File: src/rtl/mem_port_arbiter.sv
`default_nettype none
// ============================================================================
// Module      : mem_port_arbiter
// Description : Round-robin arbiter sharing one registered-read memory port
//               between an instruction-fetch port and a load/store data port.
//               Formats store lanes/byte enables and extends load data.
// Revision    : 1.0 - initial release
// ============================================================================
module mem_port_arbiter #(
    parameter int AW = 32,
    parameter int DW = 32
) (
    input  logic          clk,
    input  logic          rst_n,
    input  logic          i_req,
    input  logic [AW-1:0] i_addr,
    output logic          i_gnt,
    output logic          i_rvalid,
    output logic [DW-1:0] i_rdata,
    input  logic          d_req,
    input  logic          d_we,
    input  logic [1:0]    d_size,
    input  logic          d_unsigned,
    input  logic [AW-1:0] d_addr,
    input  logic [DW-1:0] d_wdata,
    output logic          d_gnt,
    output logic          d_rvalid,
    output logic [DW-1:0] d_rdata,
    output logic          d_err,
    output logic          m_en,
    output logic          m_wr_en,
    output logic [AW-1:0] m_addr,
    output logic [DW-1:0] m_wdata,
    output logic [3:0]    m_be,
    input  logic [DW-1:0] m_rdata
);

    typedef enum logic [1:0] {
        IDLE  = 2'd0,
        ISSUE = 2'd1,
        RESP  = 2'd2,
        ERR   = 2'd3
    } state_t;

    state_t        state_q;
    logic          last_d_q;     // 1 when the data port was granted last
    logic          is_d_q;
    logic          we_q;
    logic          uns_q;
    logic [1:0]    size_q;
    logic [AW-1:0] addr_q;
    logic [DW-1:0] wdata_q;
    logic [3:0]    be_q;
    logic [DW-1:0] i_rdata_q;
    logic [DW-1:0] d_rdata_q;

    logic          in_idle;
    logic          d_bad;
    logic [DW-1:0] wdata_d;
    logic [3:0]    be_d;
    logic [7:0]    byte_sel;
    logic [15:0]   half_sel;
    logic [DW-1:0] load_fmt;

    // Grants are only offered from IDLE and never while reset is held
    assign in_idle = rst_n && (state_q == IDLE);
    assign i_gnt   = in_idle && i_req && (!d_req || last_d_q);
    assign d_gnt   = in_idle && d_req && (!i_req || !last_d_q);

    // Illegal size or misaligned half/word data access
    assign d_bad = (d_size == 2'b11) ||
                   ((d_size == 2'b01) && d_addr[0]) ||
                   ((d_size == 2'b00) && (d_addr[1:0] != 2'b00));

    // Replicate store data across lanes and build byte enables
    always_comb begin
        wdata_d = d_wdata;
        be_d    = 4'b0000;
        case (d_size)
            2'b00: begin
                wdata_d = d_wdata;
                be_d    = 4'b1111;
            end
            2'b01: begin
                wdata_d = {2{d_wdata[15:0]}};
                be_d    = 4'b0011 << d_addr[1:0];
            end
            2'b10: begin
                wdata_d = {4{d_wdata[7:0]}};
                be_d    = 4'b0001 << d_addr[1:0];
            end
            default: begin
                wdata_d = d_wdata;
                be_d    = 4'b0000;
            end
        endcase
        if (!d_we) begin
            be_d = 4'b0000;
        end
    end

    // Select the addressed lane of the read word and extend it
    always_comb begin
        case (addr_q[1:0])
            2'd1:    byte_sel = m_rdata[15:8];
            2'd2:    byte_sel = m_rdata[23:16];
            2'd3:    byte_sel = m_rdata[31:24];
            default: byte_sel = m_rdata[7:0];
        endcase
        half_sel = addr_q[1] ? m_rdata[31:16] : m_rdata[15:0];
        case (size_q)
            2'b01:   load_fmt = {{16{!uns_q && half_sel[15]}}, half_sel};
            2'b10:   load_fmt = {{24{!uns_q && byte_sel[7]}}, byte_sel};
            default: load_fmt = m_rdata;
        endcase
    end

    // Memory-side outputs are only live while issuing
    assign m_en    = (state_q == ISSUE);
    assign m_wr_en = (state_q == ISSUE) && is_d_q && we_q;
    assign m_be    = (state_q == ISSUE) ? be_q : 4'b0000;
    assign m_addr  = {addr_q[AW-1:2], 2'b00};
    assign m_wdata = wdata_q;

    // Response side: pass read data through in RESP, hold it otherwise
    assign i_rvalid = (state_q == RESP) && !is_d_q;
    assign d_rvalid = (state_q == RESP) && is_d_q;
    assign i_rdata  = i_rvalid ? m_rdata  : i_rdata_q;
    assign d_rdata  = d_rvalid ? load_fmt : d_rdata_q;
    assign d_err    = (state_q == ERR);

    // Arbitration FSM, command capture and read-data hold registers
    always_ff @(posedge clk) begin
        if (!rst_n) begin
            state_q   <= IDLE;
            last_d_q  <= 1'b1;
            is_d_q    <= 1'b0;
            we_q      <= 1'b0;
            uns_q     <= 1'b0;
            size_q    <= 2'b00;
            addr_q    <= '0;
            wdata_q   <= '0;
            be_q      <= 4'b0000;
            i_rdata_q <= '0;
            d_rdata_q <= '0;
        end else begin
            case (state_q)
                IDLE: begin
                    if (i_gnt) begin
                        last_d_q <= 1'b0;
                        is_d_q   <= 1'b0;
                        we_q     <= 1'b0;
                        addr_q   <= i_addr;
                        be_q     <= 4'b0000;
                        state_q  <= ISSUE;
                    end else if (d_gnt) begin
                        last_d_q <= 1'b1;
                        is_d_q   <= 1'b1;
                        we_q     <= d_we;
                        uns_q    <= d_unsigned;
                        size_q   <= d_size;
                        addr_q   <= d_addr;
                        wdata_q  <= wdata_d;
                        be_q     <= be_d;
                        state_q  <= d_bad ? ERR : ISSUE;
                    end
                end
                ISSUE: begin
                    state_q <= (is_d_q && we_q) ? IDLE : RESP;
                end
                RESP: begin
                    i_rdata_q <= i_rdata;
                    d_rdata_q <= d_rdata;
                    state_q   <= IDLE;
                end
                default: begin
                    state_q <= IDLE;
                end
            endcase
        end
    end

endmodule
`default_nettype wire

File: config.mk
export PLATFORM = sky130hd
export DESIGN_NAME = mem_port_arbiter
export DESIGN_NICKNAME = d
export VERILOG_FILES = /design/src/rtl/mem_port_arbiter.sv
export SDC_FILE = /design/constraint.sdc
export NUM_CORES = 1
export LEC_CHECK = 0
export CELL_PAD_IN_SITES_DETAIL_PLACEMENT = 1
export CELL_PAD_IN_SITES_GLOBAL_PLACEMENT = 1
export CORE_MARGIN = 1
export CORE_UTILIZATION = 33
export CTS_CLUSTER_SIZE = 28
export DETAILED_ROUTE_END_ITERATION = 10
export MAX_ROUTING_LAYER = met4
export PLACE_DENSITY_LB_ADDON = 0.1
export SYNTH_ARGS = -nofsm -noshare
export SYNTH_HDL_FRONTEND = slang
export SYNTH_SLANG_ARGS = --single-unit
File: constraint.sdc
create_clock -name clk -period 5 [get_ports clk]
set_input_delay 0.75 -clock clk [delete_from_list [all_inputs] [get_ports clk]]
set_output_delay 0.75 -clock clk [all_outputs]
set_load 0.03 [all_outputs]
==> summary.md <==
| Metric | Value |
|---|---|
| Status | `complete, no violations` |
| DRC viols | `0` |
| Die X | `143 µm` |
| Fmax | `238 MHz` |
| Nets | `around 1100` |
| Fin Setup TNS | `0 ns` |
| Mean Syn Cell Area | `roughly 8.6 µm²` |
| Total Routing Usage GR | `a little under a quarter` |
| Slew HR | `roughly a third` |
| Clk slew on worst S/H paths | `approximately 0.06 ns` |
| Synth Instances | `roughly 760` |
| Maximum clock path buffer count | `2` |
| WS Path Type | `reg2out` |
| RSZ-0062 raised after global routing | `no` |
| Synth-to-layout area growth | `49.0%` |
| Placer Congestion | `between 0.7 and 0.8` |
| Area of the core | `approximately 19000 µm²` |
| Clock period minus worst slack | `between 4 and 5 ns` |
| HP Class | `reg2reg` |
| Clock root cell | `clkbuf_16` |
| Critical path's slowest cell | `ha_1` |
| FF+latch count, synth | `140` |
| Layout cells sized above 1 | `around a tenth` |
| Hold buffer count at cts | `0` |
| Antenna viol nets, final | `0` |
| CTS Buf Count | `17` |
| Most frequent cells in the layout | `clkdlybuf4s50_1 (270), dfxtp_1 (140), nand2_1 (80), a21oi_1 (69), o21ai_0 (57)` |
| Power Density | `approximately 330 nW/µm²` |
| Worst setup SP type | `flip-flop` |
| Max Slew Vio Count | `0` |
| Leak | `roughly 3.5 nW` |
| CP Max Fanout | `19` |
| Initial core utilization | `33.7%` |
| CTS sink count | `140` |
| Total power | `between 3 and 4 mW` |
| Post-synthesis sequential area ratio | `between 40% and 50%` |
| DRT iter0 DRCs | `between 300 and 400` |
| IO Port Bufs | `around 270` |
| Detailed Route WL | `between 20000 and 25000 µm` |
| CP dominant cell by count | `inv_1` |
| Initial antenna violation count | `1` |
| Full die area | `20400 µm²` |
| Die height | `approximately 140 µm` |
| First-pass GRT wire length | `approximately 34000 µm` |
| Final setup viols | `0` |
| Synth warnings | `0` |
| Post-Synthesis Cell Area | `6560 µm²` |
| Yosys top cell area share | `42.7%` |
| Hpwl dp | `16300 µm` |
| Commonest non-fill, non-tap cell in the layout | `clkdlybuf4s50_1` |
| Tcrit/Tclk final | `84.1%` |
| Data required, critical path | `~4.3 ns` |
| Crit-path cells | `inv_1, ha_1, inv_1, nand3_1, o221ai_1, a21oi_1, clkdlybuf4s50_1` |
| Site row count | `51` |
| Post-CTS sizing | `0` |
| CP max stage delay | `just over 0.7 ns` |
| Largest net degree at the start of global routing | `60` |
| Wire per inst | `18.0 µm` |
| CP arrival | `around 3.5 ns` |
| Netlist cell types | `48` |
| Via count | `just over 6000` |
| CP bufs+invs | `3` |
| Vias per std cell | `around 5.0` |
| Cell taking the most area after synthesis | `dfxtp_1` |
| CTS H-tree depth | `4` |
| Fin worst setup slack | `roughly 0.80 ns` |
| Synth top area cells | `dfxtp_1 (43%), a21oi_1 (5.3%), mux2_2 (5.0%), a22oi_1 (4.7%), nand2_1 (4.6%)` |
| Post-place setup slack | `1.25 ns` |
| Maximum VDD drop | `~0.23 mV` |
| Skew-Pair Late Insertion Delay | `approximately 0.42 ns` |
| Largest delay share family, worst path | `buffers and inverters` |
| Detailed Routing Iterations Pass 1 | `4` |
| Setup Skew | `between 0.009 and 0.01 ns` |
| Total grt overflow | `0` |
| Max-Cap Viols | `0` |
| TritonCTS clock tree | `built` |
| Post-CTS setup buffers | `0` |
| Fin. Hold Viols | `0` |
| I/O pin total | `between 200 and 300` |
| Slew at the pin with the worst max-slew slack | `between 0.9 and 1 ns` |
| Vias in the first global route | `between 6000 and 7000` |
| CP endpoint kind | `output port` |
==> final cells by class <==
cell class	count	area [µm²]
diodes	1	2.50
clock inverters	14	173
clock buffers	17	425
flip-flops and latches	140	2800
fillers	2255	9690
repair buffers	283	2800
multi-input cells	518	3190
inverters	13	48.8
well taps	265	332
==> report_power, final <==
| group | internal, mW | switching [mW] |
|---|---|---|
| clock network | 0.782 | 0.502 |
| logic | 0.332 | 0.423 |
| registers | 1.18 | 0.0310 |
==> stage by stage <==
stage	utilization [%]	hold WS, ns	area (µm²)	instances
6_report	50.2	0.450	9770	1251
3_5_place_dp	47.1	0.449	9170	1219
3_3_place_gp	47.1	0.438	9170	1219
5_1_grt	50.2	0.469	9770	1251
2_1_floorplan	-	0.427	6560	760
4_1_cts	50.2	0.456	9770	1250
==> routing by layer <==
metal | track usage [%] | part of all wire [%] | routed length (µm) | vias up
met5 | - | 0 | 0 | -
met4 | 8.04 | 1.7 | 391 | 0
met3 | 6.81 | 6.7 | 1510 | 28
met2 | 37.3 | 49 | 11100 | 180
met1 | 25.8 | 42 | 9490 | 2929
li1 | - | - | - | 3081
==> cell families (layout without fill, tap and decap cells) <==
| kind of cell | count (synthesis) | after routing | synth area share, % |
|---|---|---|---|
| other | 1 | 3 | 0.0572 |
| flip-flops | 140 | 140 | 42.7 |
| multiplexers | 41 | 41 | 6.92 |
| adder cells (fa/ha/maj) | 7 | 7 | 1.34 |
| AND/OR/NAND/NOR | 233 | 233 | 17.6 |
| buffers and inverters | 102 | 327 | 8.83 |
| AO/OA/AOI/OAI | 235 | 235 | 22.6 |
==> cell usage after synthesis (all sizes together) <==
cell and n:
nor3 2, inv 12, ha 7, a31o 2, or2 1, nand2 80, clkbuf 28, a21oi 71
o31ai 1, o21bai 1, and2 38, a22oi 41, conb 1, nor3b 3, buf 61, mux2 32
nor2b 10, nand2b 11, o31a 1, nand3b 1, mux2i 9, o221ai 7, o22ai 1, nand3 28
dfxtp 140, o211ai 2, or3b 1, a211oi 37, clkinv 1, or3 15, nor2 42, a2bb2oi 1
a32oi 3, o21ai 59, and3 1, a31oi 8
==> state kept, by name, indices dropped and copies added (netlist names) <==
signal     cells
d_rdata_q     32
last_d_q       1
m_wdata       32
is_d_q         1
i_rdata_q     32
we_q           1
addr_q        32
state_q        2
be_q           4
uns_q          1
size_q         2
==> path summary, 6_finish.rpt <==
check            start            to  slack [ns]  depth (start not counted)
max          size_q[0]    d_rdata[1]        0.80                          7
min          addr_q[4]     addr_q[4]        0.45                          2
max reg2reg  size_q[0]  d_rdata_q[6]        2.48                          6
min reg2reg  addr_q[4]     addr_q[4]        0.45                          2
==> tightest hold or removal path: cells and delay by family (launching register included) <==
family	cells	cell delay (ns)
AO/OA/AOI/OAI	1	0.05
flip-flops	1	0.30
AND/OR/NAND/NOR	1	0.05
Power figures use the tool's default switching activity.
